$ cat src/rtl/csr_timer_bank_pkg.sv
// Shared definitions for the constant-timer bank: register selects,
// TCFG field positions and the masked-write merge helper.
package csr_timer_bank_pkg;

    // Register select encoding on csr_wreg / csr_rreg (value 3 is reserved)
    typedef enum logic [1:0] {
        TMR_TCFG  = 2'd0,
        TMR_TVAL  = 2'd1,
        TMR_TICLR = 2'd2
    } timer_reg_e;

    localparam int TCFG_EN       = 0;
    localparam int TCFG_PERIODIC = 1;
    localparam int TCFG_INIT_LSB = 2;

    // csrwr uses an all-ones mask, csrxchg uses rj as the mask
    function automatic logic [31:0] masked_merge(
        input logic [31:0] old_v,
        input logic [31:0] wdata,
        input logic [31:0] wmask
    );
        return (old_v & ~wmask) | (wdata & wmask);
    endfunction

endpackage

$ cat src/rtl/csr_timer_chan.sv
// One constant-timer channel: TCFG, TVAL countdown and the sticky pending bit.
// Write strobes arrive already decoded from the bank's write port.
module csr_timer_chan
    import csr_timer_bank_pkg::*;
#(
    parameter int TIMESIZE = 32
) (
    input  logic        clk,
    input  logic        reset,
    input  logic        we_tcfg,
    input  logic        we_ticlr,
    input  logic [31:0] wdata,
    input  logic [31:0] wmask,
    output logic [31:0] tcfg_val,
    output logic [31:0] tval_val,
    output logic        pending
);

    localparam logic [TIMESIZE-1:0] ONE_C = TIMESIZE'(1);

    logic [TIMESIZE-1:0] tcfg_r;
    logic [TIMESIZE-1:0] tval_r;
    logic                pending_r;

    logic [31:0]         tcfg_ext_s;
    logic [31:0]         merged_s;
    logic [TIMESIZE-1:0] new_tcfg_s;
    logic [TIMESIZE-1:0] reload_s;
    logic [TIMESIZE-1:0] new_reload_s;
    logic                running_s;
    logic                expire_s;

    // Zero-extend TCFG so bits above TIMESIZE read as zero and cannot be written
    always_comb begin
        tcfg_ext_s                 = 32'd0;
        tcfg_ext_s[TIMESIZE-1:0]   = tcfg_r;
        tval_val                   = 32'd0;
        tval_val[TIMESIZE-1:0]     = tval_r;
    end

    assign tcfg_val     = tcfg_ext_s;
    assign merged_s     = masked_merge(tcfg_ext_s, wdata, wmask);
    assign new_tcfg_s   = merged_s[TIMESIZE-1:0];
    assign reload_s     = {tcfg_r[TIMESIZE-1:TCFG_INIT_LSB], 2'b00};
    assign new_reload_s = {new_tcfg_s[TIMESIZE-1:TCFG_INIT_LSB], 2'b00};

    // A zero TVAL never counts, so a zero reload value can never fire
    assign running_s = tcfg_r[TCFG_EN] && (tval_r != '0);
    assign expire_s  = tcfg_r[TCFG_EN] && (tval_r == ONE_C) && !we_tcfg;
    assign pending   = pending_r;

    // TCFG/TVAL update: a TCFG write reloads TVAL and overrides any countdown
    always_ff @(posedge clk) begin
        if (reset) begin
            tcfg_r <= '0;
            tval_r <= '0;
        end else if (we_tcfg) begin
            tcfg_r <= new_tcfg_s;
            tval_r <= new_reload_s;
        end else if (running_s) begin
            if (tval_r == ONE_C) begin
                tval_r <= tcfg_r[TCFG_PERIODIC] ? reload_s : '0;
            end else begin
                tval_r <= tval_r - ONE_C;
            end
        end else begin
            tval_r <= tval_r;
        end
    end

    // Sticky pending: an expiry in the same cycle as a clear wins so no interrupt is lost
    always_ff @(posedge clk) begin
        if (reset) begin
            pending_r <= 1'b0;
        end else if (expire_s) begin
            pending_r <= 1'b1;
        end else if (we_ticlr) begin
            pending_r <= 1'b0;
        end else begin
            pending_r <= pending_r;
        end
    end

endmodule

$ cat src/rtl/csr_timer_bank.sv
// LoongArch constant-timer bank for the CSR unit: NUM_TIMERS timer channels,
// the CSR write decode / read mux, and the free-running stable counter.
module csr_timer_bank
    import csr_timer_bank_pkg::*;
#(
    parameter int NUM_TIMERS = 2,
    parameter int TIMESIZE   = 32,
    parameter int CNT_W      = 64
) (
    input  logic                  clk,
    input  logic                  reset,
    input  logic                  csr_we,
    input  logic [2:0]            csr_wch,
    input  logic [1:0]            csr_wreg,
    input  logic [31:0]           csr_wdata,
    input  logic [31:0]           csr_wmask,
    input  logic [2:0]            csr_rch,
    input  logic [1:0]            csr_rreg,
    output logic [31:0]           csr_rdata,
    output logic [31:0]           counter_hi,
    output logic [31:0]           counter_lo,
    output logic [NUM_TIMERS-1:0] ti_pending,
    output logic                  ti_irq
);

    localparam logic [CNT_W-1:0] CNT_ONE_C = CNT_W'(1);

    // All eight channel slots exist so a 3-bit index always hits a defined
    // entry; slots beyond NUM_TIMERS are tied to zero.
    logic [31:0] tcfg_s [8];
    logic [31:0] tval_s [8];
    logic [7:0]  pend_all_s;
    logic [7:0]  we_tcfg_s;
    logic [7:0]  we_ticlr_s;
    logic        clr_bit_s;
    logic [31:0] rdata_s;
    logic [CNT_W-1:0] cnt_r;

    assign clr_bit_s = csr_wdata[0] & csr_wmask[0];

    for (genvar g = 0; g < 8; g++) begin : g_chan
        assign we_tcfg_s[g]  = csr_we && (csr_wch == 3'(g)) && (csr_wreg == TMR_TCFG);
        assign we_ticlr_s[g] = csr_we && (csr_wch == 3'(g)) && (csr_wreg == TMR_TICLR) && clr_bit_s;

        if (g < NUM_TIMERS) begin : g_live
            csr_timer_chan #(
                .TIMESIZE (TIMESIZE)
            ) u_chan (
                .clk      (clk),
                .reset    (reset),
                .we_tcfg  (we_tcfg_s[g]),
                .we_ticlr (we_ticlr_s[g]),
                .wdata    (csr_wdata),
                .wmask    (csr_wmask),
                .tcfg_val (tcfg_s[g]),
                .tval_val (tval_s[g]),
                .pending  (pend_all_s[g])
            );
        end else begin : g_absent
            assign tcfg_s[g]     = 32'd0;
            assign tval_s[g]     = 32'd0;
            assign pend_all_s[g] = 1'b0;
        end
    end

    // Read mux: TICLR and the reserved select read as zero
    always_comb begin
        rdata_s = 32'd0;
        case (csr_rreg)
            TMR_TCFG: rdata_s = tcfg_s[csr_rch];
            TMR_TVAL: rdata_s = tval_s[csr_rch];
            default:  rdata_s = 32'd0;
        endcase
    end

    assign csr_rdata  = rdata_s;
    assign ti_pending = pend_all_s[NUM_TIMERS-1:0];
    assign ti_irq     = |pend_all_s;

    // Stable counter: counts every cycle regardless of pipeline state, wraps silently
    always_ff @(posedge clk) begin
        if (reset) begin
            cnt_r <= '0;
        end else begin
            cnt_r <= cnt_r + CNT_ONE_C;
        end
    end

    // Split the stable counter into the two rdcnt halves, high half zero-extended
    always_comb begin
        counter_hi              = 32'd0;
        counter_hi[CNT_W-33:0]  = cnt_r[CNT_W-1:32];
        counter_lo              = cnt_r[31:0];
    end

endmodule

$ cat config.mk
export PLATFORM = sky130hd
export DESIGN_NAME = csr_timer_bank
export DESIGN_NICKNAME = d
export VERILOG_FILES = /design/src/rtl/csr_timer_bank_pkg.sv /design/src/rtl/csr_timer_chan.sv /design/src/rtl/csr_timer_bank.sv
export SDC_FILE = /design/constraint.sdc
export NUM_CORES = 1
export LEC_CHECK = 0
export BUFFER_PORTS_ARGS = -buffer_cell sky130_fd_sc_hd__buf_2
export CORE_MARGIN = 4
export CORE_UTILIZATION = 59
export CTS_CLUSTER_DIAMETER = 40
export CTS_CLUSTER_SIZE = 16
export DETAILED_ROUTE_END_ITERATION = 8
export PLACE_DENSITY = 0.89
export SETUP_SLACK_MARGIN = 0.1
export SYNTH_ARGS = -nofsm -noshare
export SYNTH_HDL_FRONTEND = slang
export SYNTH_HIERARCHICAL = 1
export SYNTH_SLANG_ARGS = --single-unit
$ cat constraint.sdc
create_clock -name clk -period 4.2 [get_ports clk]
set_clock_uncertainty 0.2 [all_clocks]
set_input_delay 0.63 -clock clk [delete_from_list [all_inputs] [get_ports clk]]
set_output_delay 0.63 -clock clk [all_outputs]
set_load 0.01 [all_outputs]
Word level (Yosys, flattened, before mapping)
Index checks and enable logic that the tools add are counted.
{"block": "word_totals", "ff_bits": 194, "in_bits": 77, "out_inout_bits": 99, "word_cells": 73}
{"block": "op_classes", "n_addsub": 3, "n_lt_le_gt_ge": 1, "eq_ne": 5, "n_mux": 19, "bitwise": 8, "reduce_logical": 28}
{"operator": "32-bit 2-to-1 mux", "count": 12}
{"operator": "32-bit binary-select mux with 3-bit select", "count": 2}
{"operator": "32-bit AND", "count": 3}
{"operator": "64-bit by 1-bit adder with 64-bit output, second input constant", "count": 1}
{"operator": "32-bit by 1-bit == test with 1-bit output, second input constant", "count": 2}
{"operator": "32-bit bitwise OR", "count": 2}
{"operator": "32-bit case mux with 2 select lines", "count": 1}
{"operator": "32-bit nonzero test", "count": 2}
{"operator": "32-bit by 1-bit subtractor with 32-bit output, second input constant", "count": 2}
{"operator": "32-bit inverter", "count": 1}
{"operator": "1-bit logical AND", "count": 14}
{"operator": "2-bit nonzero test", "count": 4}
{"operator": "2-bit OR reduction", "count": 3}
{"operator": "4-bit greater-or-equal comparator, second input constant", "count": 1}
{"operator": "2-bit zero test", "count": 2}
{"operator": "1-bit 2-to-1 mux", "count": 4}
{"operator": "3-bit inverter with 4-bit output", "count": 1}
{"operator": "3-bit by 1-bit == test with 1-bit output, second input constant", "count": 1}
{"operator": "3-bit zero test", "count": 1}
{"operator": "2-bit by 1-bit == test with 1-bit output, second input constant", "count": 1}
{"operator": "2-bit == test, second input constant", "count": 1}
{"operator": "1-bit zero test", "count": 2}
{"operator": "1-bit AND", "count": 1}

Depth between registers and ports, before layout
Gate-level depths: netlist of run 1.
{"block": "logic_depth", "word_depth": 6, "ltp_mapped": 11, "ltp_nobuf": 8}

Hierarchy
Netlist of run 1, hierarchy kept.
{"module": "csr_timer_chan", "instances": 2, "cells_each": 550, "area_per_inst_um2": 4150.2, "seq_area_each_um2": 1301.2}
{"module": "csr_timer_bank", "instances": 1, "cells_each": 497, "area_per_inst_um2": 4205.3, "seq_area_each_um2": 1281.2}

Worst setup path before layout of run 1
Ideal clock, no wire load.
{"block": "synth_timing", "path_kind": "input to register", "startpoint": "in csr_wch[1]", "endpoint": "reg g_chan[1].g_live.u_chan.tcfg_r[26]", "setup_ns": 0.070, "t_arrival_ns": 2.951, "required_ns": 3.930, "slack_ns": 0.979, "cell_stages": 8, "path_buffers": 3, "path_cell_list": "or4b_2 -> or2_2 -> nor2_1 -> clkbuf_1 -> clkbuf_1 -> buf_1 -> nand3_1 -> a21oi_1"}
{"block": "synth_between", "elab_chain_cells": 3}
{"element": "start, declared", "line_no": "csr_timer_bank.sv:13", "rtl": "input logic [2:0] csr_wch,"}
{"element": "3-bit by 1-bit == test with 1-bit output", "line_no": "csr_timer_bank.sv:42", "rtl": "assign we_tcfg_s[g] = csr_we && (csr_wch == 3'(g)) && (csr_wreg == TMR_TCFG);"}
{"element": "1-bit logical AND (2 in series)", "line_no": "csr_timer_bank.sv:42"}
{"element": "named net we_tcfg_s[1]", "line_no": "csr_timer_bank.sv:33", "rtl": "logic [7:0] we_tcfg_s;"}
{"element": "end signal, assigned", "line_no": "csr_timer_chan.sv:58", "rtl": "tcfg_r <= new_tcfg_s;"}
{"element": "end, declared", "line_no": "csr_timer_chan.sv:21", "rtl": "logic [TIMESIZE-1:0] tcfg_r;"}
The timed path passes the listed nets, and every way through them passes these cells.
A chain may end at the register's enable or synchronous reset.

Worst setup path in the final report of run 1
{"block": "layout_timing", "startpoint": "reg g_chan[0].g_live.u_chan.tval_r[11]", "endpoint": "reg g_chan[0].g_live.u_chan.tval_r[15]"}
{"block": "layout_between", "elab_chain_cells": 4, "elab_cells_between_ends": 8, "classes_between": "1 x add/sub; 1 x eq/ne; 3 x mux; 3 x reduce/logical"}
{"element": "start, declared", "line_no": "csr_timer_chan.sv:22", "rtl": "logic [TIMESIZE-1:0] tval_r;"}
{"element": "start signal, assigned", "line_no": "csr_timer_chan.sv:59", "rtl": "tval_r <= new_reload_s;"}
{"element": "start signal, assigned", "line_no": "csr_timer_chan.sv:62", "rtl": "tval_r <= tcfg_r[TCFG_PERIODIC] ? reload_s : '0;"}
{"element": "start signal, assigned", "line_no": "csr_timer_chan.sv:64", "rtl": "tval_r <= tval_r - ONE_C;"}
{"element": "32-bit by 1-bit subtractor with 32-bit output / 32-bit by 1-bit == test with 1-bit output (equally long branches)", "line_no": "csr_timer_chan.sv:64, csr_timer_chan.sv:61"}
{"element": "32-bit 2-to-1 mux", "line_no": "csr_timer_chan.sv:61", "rtl": "if (tval_r == ONE_C) begin"}
{"element": "32-bit 2-to-1 mux", "line_no": "csr_timer_chan.sv:60", "rtl": "end else if (running_s) begin"}
{"element": "32-bit 2-to-1 mux", "line_no": "csr_timer_chan.sv:57", "rtl": "end else if (we_tcfg) begin"}
Several ways; a longest one is shown, not always the timed one. The select of a mux whose other input is x is not followed.

==> flow_summary.toml, run 1 <==
[power_and_ir_drop]
ir_drop_mv = 0.3150
p_leak_nw = 5.469
p_clk_share_pct = 43.1
netSwitchingFraction_pct = 28.71
p_seq_share_pct = 47.1
intPower_mw = 2.816
cellPowerDensity_nw_per_um2 = 280.7
switchingPower_mw = 1.134
pwr-share-comb_pct = 9.9

[logic_synthesis]
avgSynthCellArea_um2 = 7.831
synth_warnings = 6
synth_edf_count = 0
ys_types = 62
postSynthCellCount = 1597
synthArstFlopShare_pct = 0
syn-num-nets = 1681
ys_seq_area_share_pct = 31.06
ys_seq_elements = 194
ys.flop_type = "dfxtp_1"
netlist_area_um2 = 12510

[sta]
fmax_mhz = 269.9
whs_ns = 0.2707
finalSetupViolCount = 0
maxSlewHeadroom_pct = 16.44
drv_slew = 0
finalHoldViolCount = 0
worst_pin_slew_ns = 1.251
rsz0062_at_grt = "no"
timing.final.crit_share_pct = 88.22
min_period_ns = 3.705
finalSetupTns_ns = 0

[clock_tree]
cts_setup_buffers = 0
clk_latency_ns = 0.44
cts_tree = "yes"
htree_levels = 4
clkTransAtPathRegs_ns = 0.09
clock_tree.root_cell = "clkbuf_16"
cts_resized = 0
cts_sinks = 194
cts_max_path_buffers = 2
hold_buffers = 0
cts_made_buffers = 17

[min_path]
hp-class = "primary input to register"

[drt]
via_count = 13540
drtAntennaViolNets = 0
detail_route.first_pass.iterations = 8
wl_met2_um = 17980
drt-total-wl_um = 41610
top_layer = "met4"
wl_per_cell_um = 20.92
wl_met3_um = 4774
drt-initial-drc-count = 1902
wl_met1_um = 16760
route.detailed.drc = 0
via_per_inst = 6.808

[grt]
grt_max_degree = 115
grt_pass1_vias = 12280
grtUsageTotal_pct = 33.71
gr-total-overflow = 0
antenna_found_initial = 0
grt_pass1_wl_um = 66290

[floorplan]
pin_count = 176
fp.coreArea_um2 = 20560
rows = 52
die_h_um = 153.6
initial_utilization_pct = 60.83
die_x_um = 153.6
die_area_um2 = 23590

[layout]
num-nets-final = 1790
layout_common_cells = "nand2_1, dfxtp_1, a21oi_1"
nFillCells = 1687
layout_commonest_cell = "nand2_1"
stdcell_count = 1989
syn_to_final_growth_pct = 12.52
drive_gt1_share_pct = 18.09
insertedDiodeCount = 0

[worst_setup_path]
cp-start-kind = "register"
r2r_setup_slack_ns = 0.49
crit_path_end_kind = "register"
endpoint = "g_chan[0].g_live.u_chan/tval_val[15]"
reg2reg_to = "g_chan[0].g_live.u_chan/tval_val[15]"
crit_type = "register to register"
cp.required_ns = 4.34
crit_chain = "or4_1 -> or4_4 -> or3_1 -> o22ai_2 -> a21oi_1 -> a211oi_1"
path_max_fanout = 17
cp.arrival_ns = 3.85
startpoint = "g_chan[0].g_live.u_chan/tval_val[11]"
worstRegToRegCells = 6
r2r_start = "g_chan[0].g_live.u_chan/tval_val[11]"
critPathMaxStageDelay_ns = 0.68
cp_slowest_cell = "or3_1"

[place]
hpwl_um = 29220
io_buffers = 175
globalplace.congestion = 1.021
placed_cells = 1957

[outcome]
outcome = "finished, final reports clean"

[run]
drv_cap = 0
state kept, by name, indices dropped and copies added (netlist names), named ones only:
register	cells
cnt_r	64
g_chan.g_live.u_chan/pending	2
g_chan.g_live.u_chan/tcfg_val	60
g_chan.g_live.u_chan/tval_val	64
per-layer routing:
metal,up-vias,track usage (%)
met1,6326,46.13
met4,0,14.30
li1,6093,-
met2,938,51.24
met5,-,0
met3,184,7.785
cell usage after synthesis (23+ instances only):
master    count  area, um2
nand2_1     209      784.5
dfxtp_1     194       3884
a21oi_1     179      895.9
nor2_1      106      397.9
nand3_1      98      490.5
clkbuf_1     72      270.3
mux2i_1      66      660.6
o21ai_0      49      245.2
xor2_1       45      394.1
mux2_2       41      461.7
nand4_1      35      219.0
or3_1        35      219.0
xnor2_1      35      306.5
nor3_1       34      170.2
o22ai_1      29      181.4
a211oi_1     28      210.2
or4_1        28      210.2
and2_1       26      162.7
nor4_1       26      162.7
o221ai_1     26      227.7
a22oi_1      24      180.2
and3_1       23      143.9
kinds of logic (layout without fill, tap and decap cells):
kind of cell | count (synthesis) | after routing | synth area share [%]
buffers and inverters | 127 | 249 | 4.602
AOI/OAI and AO/OA | 381 | 381 | 18.54
and+or+nand+nor | 692 | 692 | 28.90
DFF | 194 | 194 | 31.06
muxes | 116 | 116 | 10.60
xor gates and xnor gates | 80 | 80 | 5.603
adders and majority gates | 7 | 7 | 0.7003
layout make-up:
class                      count  area, um2  share of cell area, %
clock buffer                  17      425.4                  3.023
clock inverter                15      195.2                  1.387
sequential                   194       3884                  27.60
timing repair buffer         199       1102                  7.834
multi-input combinational   1276       8059                  57.27
inverter                      18      67.56                 0.4802
tap                          270      337.8                  2.401
power groups by stage:
| stage | registers (mW) | clock network [mW] | logic (mW) |
|---|---|---|---|
| 2_1_floorplan | 1.90 | 0 | 0.240 |
| 3_3_place_gp | 1.90 | 0 | 0.372 |
| 3_5_place_dp | 1.90 | 0 | 0.375 |
| 4_1_cts | 1.86 | 1.71 | 0.379 |
| 5_1_grt | 1.86 | 1.79 | 0.414 |
| 6_report | 1.86 | 1.70 | 0.391 |
critical path, delay by kind of cell (launching register included):
| kind | cells | cell delay [ns] |
|---|---|---|
| DFF | 1 | 0.40 |
| and+or+nand+nor | 3 | 1.94 |
| AOI/OAI and AO/OA | 3 | 1.06 |
metrics by stage:
| stage | total power [mW] | setup WS, ns | cell area [um2] | utilization [%] |
|---|---|---|---|---|
| 2_1_floorplan | 2.139 | 0.9790 | 12510 | - |
| 3_3_place_gp | 2.273 | 0.7128 | 13450 | 65.42 |
| 3_5_place_dp | 2.277 | 0.6405 | 13450 | 65.42 |
| 4_1_cts | 3.951 | 0.6039 | 14070 | 68.44 |
| 5_1_grt | 4.066 | 0.3924 | 14070 | 68.44 |
| 6_report | 3.950 | 0.4946 | 14070 | 68.44 |
worst min path at each step:
stage / from / end / slack, ns / cells after the start
after floorplan: g_chan[1].g_live.u_chan/tcfg_val[9] / g_chan[1].g_live.u_chan/tcfg_val[9] / 0.25 / 2
after global placement: cnt_r[0] / cnt_r[0] / 0.26 / 1
after detailed placement: cnt_r[0] / cnt_r[0] / 0.27 / 1
after CTS: csr_wdata[1] / register / 0.25 / 3
after global routing: csr_wdata[1] / register / 0.24 / 3
final: csr_wdata[1] / register / 0.27 / 3
Note: power is estimated with default switching activity, not from simulation.
==> run 2: changes to the inputs <==
--- a/config.mk
+++ b/config.mk
@@ -7,11 +7,12 @@
 export LEC_CHECK = 0
 export BUFFER_PORTS_ARGS = -buffer_cell sky130_fd_sc_hd__buf_2
 export CORE_MARGIN = 4
-export CORE_UTILIZATION = 59
+export CORE_UTILIZATION = 25
 export CTS_CLUSTER_DIAMETER = 40
 export CTS_CLUSTER_SIZE = 16
 export DETAILED_ROUTE_END_ITERATION = 8
-export PLACE_DENSITY = 0.89
+export MAX_ROUTING_LAYER = met4
+export PLACE_DENSITY = 0.48
 export SETUP_SLACK_MARGIN = 0.1
 export SYNTH_ARGS = -nofsm -noshare
 export SYNTH_HDL_FRONTEND = slang
==> run 2 against run 1 <==
Effect of this change:
- maximum frequency shrank 1.7%
- total power is 0.95% higher
- clock power hardly changed
- critical path depth unchanged
- combinational power increased by 5.4%
- count of clock-buffer cells in the layout did not move
- final area grew 3.7%
- first-iteration DRC count shrank 37%
- routed wire length is 20% higher
==> flow_summary.toml, run 2 (synthesis gave the netlist of run 1 again) <==
[outcome]
outcome = "finished, final reports clean"

[power_and_ir_drop]
cellPowerDensity_nw_per_um2 = 273.2
p_leak_nw = 5.473
p_seq_share_pct = 46.6
intPower_mw = 2.796
switchingPower_mw = 1.191
netSwitchingFraction_pct = 29.88
pwr-share-comb_pct = 10.3
ir_drop_mv = 0.2958
p_clk_share_pct = 43.0

[place]
place_ws_ns = 0.5278
hpwl_um = 35520
io_buffers = 175
globalplace.congestion = 0.8914

[sta]
finalWorstSetupSlack_ns = 0.4293
maxSlewHeadroom_pct = 14.32
min_period_ns = 3.771
drv_slew = 0
finalSetupTns_ns = 0
finalHoldViolCount = 0
fmax_mhz = 265.2
timing.final.crit_share_pct = 89.78
rsz0062_at_grt = "no"
finalSetupViolCount = 0
worst_pin_slew_ns = 1.283

[worst_setup_path]
cp.arrival_ns = 3.97
cp_slowest_cell = "or3_1"
cp.required_ns = 4.40
cp-start-kind = "register"
r2r_start = "g_chan[0].g_live.u_chan/tval_val[11]"
crit_path_end_kind = "register"
critPathMaxStageDelay_ns = 0.71
path_max_fanout = 17
worstRegToRegCells = 6
r2r_setup_slack_ns = 0.43
crit_type = "register to register"
critPathBufInv = 0
crit_family = "simple AND/OR/NAND/NOR gates"
crit_chain = "or4_1 -> or4_4 -> or3_1 -> o22ai_2 -> a21oi_1 -> a211oi_1"
reg2reg_to = "g_chan[0].g_live.u_chan/tval_val[18]"

[drt]
via_count = 13030
wl_per_cell_um = 20.82
drtAntennaViolNets = 0
detail_route.first_pass.iterations = 5
drt-total-wl_um = 49920
drt-initial-drc-count = 1200
via_per_inst = 5.432
route.detailed.drc = 0

[grt]
grt_pass1_vias = 12140
grtUsageTotal_pct = 18.64
gr-total-overflow = 0
grt_pass1_wl_um = 75950
grt_max_degree = 94
antenna_found_initial = 10

[layout]
layout_common_cells = "nand2_1, dfxtp_1, a21oi_1"
drive_gt1_share_pct = 18.40
multiInputGateArea_um2 = 8066
layout_commonest_cell = "nand2_1"
num-nets-final = 1794
seqCellArea_um2 = 3884
syn_to_final_growth_pct = 16.73
nFillCells = 5319

[floorplan]
initial_utilization_pct = 25.44
die_x_um = 231.7
pin_count = 176
rows = 81
die_area_um2 = 53670
fp.coreArea_um2 = 49150
die_h_um = 231.7

[min_path]
min-delay-start = "csr_wdata[1]"
hold_depth = 3
hp-class = "primary input to register"

[clock_tree]
cts_tree = "yes"
cts_sinks = 194
cts_made_buffers = 17
htree_levels = 4
cts_resized = 0
clkTransAtPathRegs_ns = 0.08
clk_latency_ns = 0.50
cts_max_path_buffers = 2
clock_tree.root_cell = "clkbuf_16"
hold_buffers = 0
cts_setup_buffers = 0

[run]
drv_cap = 0
==> run 2: cell count changes in the layout (fill, tap and decap cells not counted), sizes merged <==
cell / change
inv: +1
clkinvlp: +1
diode: +11
buf: +4
clkinv: -2
==> run 2: stage by stage <==
| step | hold WS (ns) | utilization, % | instance area, um2 | power, mW | std cells |
|---|---|---|---|---|---|
| 6_report | 0.2268 | 29.70 | 14600 | 3.988 | 2398 |
| 5_1_grt | 0.2141 | 29.69 | 14600 | 4.130 | 2397 |
| 4_1_cts | 0.1913 | 29.64 | 14570 | 4.032 | 2387 |
| 3_5_place_dp | 0.2800 | 28.44 | 13980 | 2.307 | 2355 |
| 3_3_place_gp | 0.2679 | 28.44 | 13980 | 2.306 | 2355 |
| 2_1_floorplan | 0.2526 | - | 12510 | 2.139 | 1597 |
==> run 2: cell type report <==
class,instances,share of cell area (%)
diodes,11,0.1886
clock buffers,17,2.914
clock inverters,15,1.123
inverters,18,0.4628
multi-input cells,1276,55.26
flip-flops and latches,194,26.60
well taps,664,5.691
repair buffers,203,7.757
==> run 2: worst min-delay path: stages <==
cell     delay (ns)
buf_2          0.11
nand3_1        0.08
a21oi_1        0.06
==> run 2: layer usage <==
| metal | global-route usage, % | vias up | wire length (um) |
|---|---|---|---|
| met2 | 27.04 | 472 | 21640 |
| met1 | 25.53 | 6376 | 23430 |
| met3 | 4.646 | 61 | 3740 |
| li1 | - | 6117 | - |
| met5 | - | - | 0 |
| met4 | 5.735 | 0 | 1109 |
==> run 2: how the worst max path moves through the flow <==
stage                                              start                                   end  slack [ns]  cells past startpoint
detailed placement  g_chan[0].g_live.u_chan/tval_val[11]  g_chan[0].g_live.u_chan/tval_val[15]        0.53                      6
global route        g_chan[0].g_live.u_chan/tval_val[11]  g_chan[0].g_live.u_chan/tval_val[17]        0.34                      6
floorplan                                     csr_wch[1]  g_chan[1].g_live.u_chan/tcfg_val[26]        0.98                      8
finish              g_chan[0].g_live.u_chan/tval_val[11]  g_chan[0].g_live.u_chan/tval_val[18]        0.43                      6
global placement    g_chan[0].g_live.u_chan/tval_val[11]  g_chan[0].g_live.u_chan/tval_val[19]        0.62                      6
CTS                 g_chan[0].g_live.u_chan/tval_val[11]  g_chan[0].g_live.u_chan/tval_val[18]        0.52                      6
==> run 2: power groups by stage <==
stage / sequential (mW) / combinational (mW) / clock [mW]
floorplan: 1.90 / 0.240 / 0
global placement: 1.90 / 0.404 / 0
detailed placement: 1.90 / 0.404 / 0
CTS: 1.86 / 0.407 / 1.77
global route: 1.86 / 0.440 / 1.83
finish: 1.86 / 0.412 / 1.72
